### config.mk
export PLATFORM = sky130hd
export DESIGN_NAME = counter_cmd_seq
export DESIGN_NICKNAME = d
export VERILOG_FILES = /design/src/rtl/counter_cmd_seq.sv
export SDC_FILE = /design/constraint.sdc
export NUM_CORES = 1
export LEC_CHECK = 0
export CORE_ASPECT_RATIO = 1.25
export CORE_MARGIN = 1
export CORE_UTILIZATION = 30
export DETAILED_ROUTE_END_ITERATION = 10
export PLACE_DENSITY = 0.65
export SYNTH_ARGS = -nofsm -noshare
export SYNTH_HDL_FRONTEND = slang
export SYNTH_SLANG_ARGS = --single-unit
export TNS_END_PERCENT = 20
### constraint.sdc
create_clock -name clk -period 1.6 [get_ports clk]
set_clock_uncertainty 0.05 [all_clocks]
set_input_delay 0.32 -clock clk [delete_from_list [all_inputs] [get_ports clk]]
set_output_delay 0.32 -clock clk [all_outputs]
set_load 0.02 [all_outputs]
### src/rtl/counter_cmd_seq.sv
// Command sequencer for an up/down counter: accepts LOAD / count-N commands over
// valid/ready and drives the counter's load_n, up_down, ce and data_load inputs.
module counter_cmd_seq #(
    parameter int WIDTH = 4
) (
    input  logic             clk,
    input  logic             rst_n,
    input  logic             cmd_valid,
    output logic             cmd_ready,
    input  logic [1:0]       cmd_op,
    input  logic [WIDTH-1:0] cmd_data,
    input  logic             cmd_sat,
    input  logic             max_count,
    input  logic             zero,
    output logic             load_n,
    output logic             up_down,
    output logic             ce,
    output logic [WIDTH-1:0] data_load,
    output logic             busy,
    output logic             done,
    output logic [WIDTH-1:0] steps_done,
    output logic             sat_hit
);

    typedef enum logic [1:0] {IDLE, LOAD, RUN, DONE} state_t;

    localparam logic [1:0] OP_LOAD = 2'b00;
    localparam logic [1:0] OP_UP   = 2'b01;
    localparam logic [1:0] OP_DOWN = 2'b10;

    state_t           state, state_next;
    logic [1:0]       op;
    logic [WIDTH-1:0] data;
    logic [WIDTH-1:0] remaining;
    logic             sat;
    logic             accept;
    logic             limit;
    logic             stop;

    // Handshake: a command transfers on a posedge where cmd_valid && cmd_ready;
    // cmd_ready is high only in IDLE and never while rst_n is low.
    assign cmd_ready = (state == IDLE) && rst_n;
    assign accept    = cmd_valid && cmd_ready;

    // The counter flags reflect the value the next ce would move away from,
    // so stopping on them never overshoots the limit.
    assign limit = (op == OP_UP) ? max_count : zero;
    assign stop  = sat && limit;

    always_ff @(posedge clk) begin
        if (!rst_n) begin
            state      <= IDLE;
            op         <= '0;
            data       <= '0;
            sat        <= 1'b0;
            remaining  <= '0;
            steps_done <= '0;
            sat_hit    <= 1'b0;
        end else begin
            state <= state_next;
            if (accept) begin
                op         <= cmd_op;
                data       <= cmd_data;
                sat        <= cmd_sat;
                remaining  <= cmd_data;
                steps_done <= '0;
                sat_hit    <= 1'b0;
            end else if (state == RUN) begin
                if (stop) begin
                    sat_hit <= 1'b1;
                end else begin
                    remaining  <= remaining - WIDTH'(1);
                    steps_done <= steps_done + WIDTH'(1);
                end
            end
        end
    end

    always_comb begin
        state_next = state;
        case (state)
            IDLE: begin
                if (accept) begin
                    case (cmd_op)
                        OP_LOAD:        state_next = LOAD;
                        OP_UP, OP_DOWN: state_next = (cmd_data != '0) ? RUN : DONE;
                        default:        state_next = DONE;
                    endcase
                end
            end
            LOAD:    state_next = DONE;
            RUN:     if (stop || remaining == WIDTH'(1)) state_next = DONE;
            DONE:    state_next = IDLE;
            default: state_next = IDLE;
        endcase
    end

    // Counter controls depend only on state and captured fields; gating with
    // rst_n keeps the counter quiet for the whole reset window.
    always_comb begin
        load_n    = 1'b1;
        ce        = 1'b0;
        up_down   = 1'b1;
        data_load = '0;
        busy      = 1'b0;
        done      = 1'b0;
        if (rst_n) begin
            case (state)
                LOAD: begin
                    load_n    = 1'b0;
                    data_load = data;
                    busy      = 1'b1;
                end
                RUN: begin
                    busy    = 1'b1;
                    up_down = (op == OP_UP);
                    ce      = !stop;
                end
                DONE:    done = 1'b1;
                default: ;
            endcase
        end
    end

endmodule

==> flow_summary.json <==
{
  "routed_wirelength_mm": 2.455,
  "clock_power_share_pct": 14.1,
  "finalNonFillerCells": 205,
  "synth-seq-cells": 18,
  "maxSlewHeadroom_pct": 74.76,
  "fin_crit_ns": 1.662,
  "synth.net_count": 144,
  "worstPathMaxFanout": 3,
  "diodes": 0,
  "grt_max_degree": 11,
  "violations": "negative setup slack",
  "die_area_um2": 3508,
  "dp.cells": 201,
  "rows": 22,
  "drtPass1Iterations": 4,
  "gp_congestion": 0.8059,
  "worst_slack_ns": -0.06227,
  "synth_common_cells": "nand2_1, dfxtp_1, ha_1",
  "report.final.slew_viol_count": 0,
  "final_antenna_net_count": 0,
  "max-vdd-ir-drop_mv": 0.7127,
  "nets": 192,
  "hold_viol": 0,
  "p_comb_share_pct": 52.4,
  "synth_cells": 122,
  "power_density_nw_per_um2": 1330,
  "die_w_um": 53.18,
  "post_cts_buffers": 0,
  "netSwitchingPower_mw": 0.7480,
  "numCtsBuffers": 3,
  "worst_pin_slew_ns": 0.3751,
  "root_buffer": "clkbuf_4",
  "postSynthAreaPerCell_um2": 8.051,
  "cts.path.max_buffers": 2,
  "dr.first_iter.drc_count": 19,
  "rsz0062_at_grt": "yes",
  "synth_ff_type": "dfxtp_1",
  "yosys.area.top_type": "dfxtp_1",
  "crit_required_ns": 1.23,
  "startpoint_type": "register",
  "dieHeight_um": 65.97,
  "setup_viol": 8,
  "clk_latency_ns": 0.29,
  "grt_pass1_vias": 951,
  "portBuffers": 26,
  "synth_area_leaders": "dfxtp_1, ha_1, nand2_1",
  "grt_overflow": 0,
  "h-tree-depth": 1,
  "seq_area_frac_synth_pct": 36.69,
  "coreArea_um2": 3028,
  "pwr-share-seq_pct": 33.5,
  "leakage_nw": 0.7034,
  "syn_area_um2": 982.2,
  "status": "finished, violations left",
  "cts.clk_slew.worst_paths_ns": 0.11,
  "critPathKind": "register to output pin",
  "hold_path.class": "register to register",
  "wl_per_cell_um": 11.98,
  "dp_slack_ns": -0.5657,
  "drc_errors": 0,
  "post-synth-top-count-cell": "nand2_1",
  "ys_types": 27,
  "start_util_pct": 32.44,
  "io_pins": 27,
  "place_hpwl_mm": 1.965,
  "post-route-period-util_pct": 103.9,
  "cts_tree": "built",
  "gr-usage-all-layers_pct": 15.70,
  "multi_input_area_um2": 608.1,
  "vias": 1012,
  "grt_pass1_wl_mm": 4.036,
  "antenna_found_initial": 0,
  "p_int_mw": 1.230,
  "ctsHoldBuffers": 0,
  "synth_top_area_share_pct": 36.69,
  "synth_warnings": 0,
  "syn_to_final_growth_pct": 51.47,
  "cap_viol_max_count": 0,
  "clock_sinks": 18,
  "arrival_ns": 1.29,
  "vias_per_cell": 4.937,
  "critPathCaptureType": "output pin",
  "fmax_mhz": 601.6,
  "nFillCells": 313,
  "regArea_um2": 366.6,
  "swShare_pct": 37.81,
  "ys_async_sr_fraction_pct": 0,
  "drive_gt1_share_pct": 29.59,
  "synth_edf_count": 0
}
-- path summary, 6_finish.rpt --
check | from | endpoint | slack, ns | depth (start not counted)
worst max-delay path | state[1] | done | -0.06 | 4
worst max register to register | op[1] | remaining[3] | 0.11 | 5
worst min-delay path | data[3] | data[3] | 0.41 | 2
worst min register to register | data[3] | data[3] | 0.41 | 2
-- critical path: stages (launching register included) --
cell	delay (ns)
dfxtp_4	0.39
buf_4	0.14
ha_1	0.16
and2_1	0.16
buf_2	0.15
-- through the flow --
stage | hold slack, ns | TNS (ns) | instance area (µm²) | utilization, % | power [mW]
final | 0.4105 | -0.3079 | 1488 | 49.13 | 1.978
after global routing | 0.4216 | -0.6830 | 1488 | 49.13 | 2.135
after CTS | 0.4093 | -0.4466 | 1414 | 46.69 | 1.847
after detailed placement | 0.3945 | -9.786 | 1425 | 47.07 | 1.602
after global placement | 0.3883 | -9.025 | 1425 | 47.07 | 1.576
after floorplan | 0.3572 | 0 | 982.2 | - | 1.209
-- cell families (layout without fill, tap and decap cells) --
| group | after synthesis | in the layout | synth area share, % |
|---|---|---|---|
| buffers and inverters | 14 | 61 | 6.241 |
| adders and majority gates | 10 | 10 | 12.74 |
| AOI/OAI and AO/OA | 26 | 26 | 16.81 |
| xor gates and xnor gates | 2 | 2 | 1.784 |
| DFF | 18 | 18 | 36.69 |
| and+or+nand+nor | 52 | 52 | 25.74 |
-- power groups by stage --
stage	combinational (mW)	clock [mW]	sequential, mW
after global routing	1.15	0.304	0.681
after CTS	0.919	0.287	0.641
final	1.04	0.279	0.663
after floorplan	0.559	0	0.650
after detailed placement	0.953	0	0.649
after global placement	0.933	0	0.643
-- routing by layer --
metal	GRT usage (%)	wire (µm)	share of wire, %
met5	0	0	0
met4	5.921	25	1.0
met3	2.529	89	3.6
met2	28.01	1300	53
met1	18.18	1039	42
-- final cells by class --
class	count	share of cell area (%)
flip-flops and latches	18	24.64
multi-input cells	90	40.87
well taps	36	3.028
clock buffers	4	2.439
inverters	9	2.439
repair buffers	48	26.58
-- repair_timing --
item                                    4_1_cts  5_1_grt
endpoints found under the setup margin       15       18
gates resized for setup                      51       20
pin swaps                                     1        3
-- sequential cells by signal, summed over array words and instances, names as in the netlist --
signal      cells
data            4
remaining       4
steps_done      4
op              2
state           2
sat             1
sat_hit         1
-- layout by cell type (no fill, tap or decap), drive strengths merged --
cell	Yosys	layout
nor2b	1	1
o221ai	1	1
dlymetal6s2s	0	1
dfxtp	18	18
o211ai	1	1
o21ai	10	10
buf	2	32
clkbuf	3	4
nor4	1	1
inv	9	9
nand3b	1	1
nand3	6	6
nand2	21	21
nor2	7	7
a41oi	1	1
o221a	2	2
and2b	1	1
a31oi	2	2
dlygate4sd2	0	6
nand4b	1	1
and2	3	3
ha	10	10
and3	5	5
xnor2	2	2
o211a	1	1
a21oi	8	8
or3	5	5
clkdlybuf4s50	0	9
Note: power is estimated with default switching activity, not from simulation.
==> variant, RTL diff (same flow settings) <==
Re-encode `state_t` (4 states) as one-hot, 4 bits wide.
--- a/src/rtl/counter_cmd_seq.sv
+++ b/src/rtl/counter_cmd_seq.sv
@@ -24,3 +24,3 @@
 
-    typedef enum logic [1:0] {IDLE, LOAD, RUN, DONE} state_t;
+    typedef enum logic [3:0] {IDLE = 4'b0001, LOAD = 4'b0010, RUN = 4'b0100, DONE = 4'b1000} state_t;
 
Behaviour: same outputs for any inputs over 10 cycles, from zero or initial values and one cycle with rst_n low; not proved beyond that.
==> variant against the unedited design <==
  * The flow still finishes with violations (setup timing)
  * Area after synthesis up 3.9%
  * Utilization up 4.7 points
  * Cell area up 17%
  * Count of clock-buffer cells in the layout down 1
  * Routed wire length up 26%
  * Sequential cell count up 2
  * Maximum frequency down 7.7%
  * Global-route usage up 1.6 points
  * Worst setup slack worse by 0.14 ns
Power is not compared: it rests on default switching activity, and its combinational part moved more than twofold at a synthesized area within 25%.
==> variant: results (changes against the unedited design) <==
grt_util_met2_pct: 30.8  # +2.8 points
failed_checks: "setup timing"
rrSetupSlack_ns: -0.07  # -0.18 ns
layout.nets: 201  # +4.7%
slowest_stage: "or3b_4"
globalplace.congestion: 0.760  # -5.7%
outcome: "complete, but fails checks"
synth_cell_types: 35  # +30%
synth_commonest_cells: "dfxtp_1, nand2_1, o21ai_0"
cts.clk_slew.worst_paths_ns: 0.07  # -0.04 ns
crit_family: "simple AND/OR/NAND/NOR gates"
setup_viol_count_final: 12  # +4
cts_root_buffer: "clkbuf_8"
drt-initial-drc-count: 8  # -11
hold_class: "input port to flip-flop"
hold_violations: 0  # unchanged
dpl-instance-area_um2: 1500  # +5.0%
grt_start_max_net_pins: 15  # +4
clk_latency_ns: 0.26  # -0.03 ns
post-dp-hpwl_um: 2100  # +7.1%
max_slew.worst_pin.slew_ns: 0.494  # +0.119 ns
cp.arrival_ns: 1.43  # +0.14 ns
viasPerCell: 5.07  # +2.8%
setup_ws_ns: -0.202  # -0.139 ns
synth_area_leaders: "dfxtp_1, o21ai_0, nand2_1"
synth_nets: 142  # -1.4%
drive_gt1_share_pct: 39.0  # +9.4 points
grt_pass1_wl_um: 4570  # +13%
grt_use_met1_pct: 19.7  # +1.5 points
n_fill_cell: 281  # -10%
==> variant: timing repair <==
item                       4_1_cts  5_1_grt
setup endpoints to repair       30       29
resized for setup               79       28
cloned                           0        1
pin swaps                        6        6
setup buffers                    2        4
==> variant: power by group <==
part           total (mW)  internal (mW)  switching (mW)
clock network       0.332          0.168           0.164
logic               0.324          0.171           0.153
registers           0.565          0.535          0.0297
==> variant: final timing paths <==
| path | from | end | cells after the start |
|---|---|---|---|
| max | state[3] | cmd_ready | 4 |
| min | cmd_op[1] | op[1] | 3 |
| max reg2reg | state[3] | remaining[1] | 6 |
| min reg2reg | data[1] | data[1] | 2 |
==> variant: cells by family after synthesis <==
| kind of cell | synth area share [%] |
|---|---|
| adder cells (fa/ha/maj) | 6.13 |
| AO/OA/AOI/OAI | 17.9 |
| AND/OR/NAND/NOR | 28.9 |
| multiplexers | 0.980 |
| XOR/XNOR | 1.72 |
| buffers and inverters | 5.15 |
| flip-flops | 39.2 |
==> variant: per-stage QoR <==
stage | TNS, ns | power (mW) | instances | worst slack, ns
final | -0.910 | 1.22 | 219 | -0.202
after global routing | -1.79 | 1.27 | 219 | -0.225
after detailed placement | -14.08 | 0.827 | 209 | -0.786
after floorplan | -0.119 | 0.693 | 125 | -0.0431
after global placement | -13.37 | 0.816 | 209 | -0.762
after CTS | -0.755 | 1.18 | 214 | -0.169
==> variant: cell type report <==
class	instances	area [um^2]	area share, %
tap	37	46.3	2.67
multi-input combinational	93	689	39.7
sequential	20	410	23.6
timing repair buffer	57	515	29.7
clock buffer	3	41.3	2.38
inverter	9	33.8	1.95
==> variant: layer usage <==
layer	wire (um)	vias to the layer above
met5	0	-
met4	49	0
met3	80	5
met2	1620	18
met1	1340	531
li1	-	557
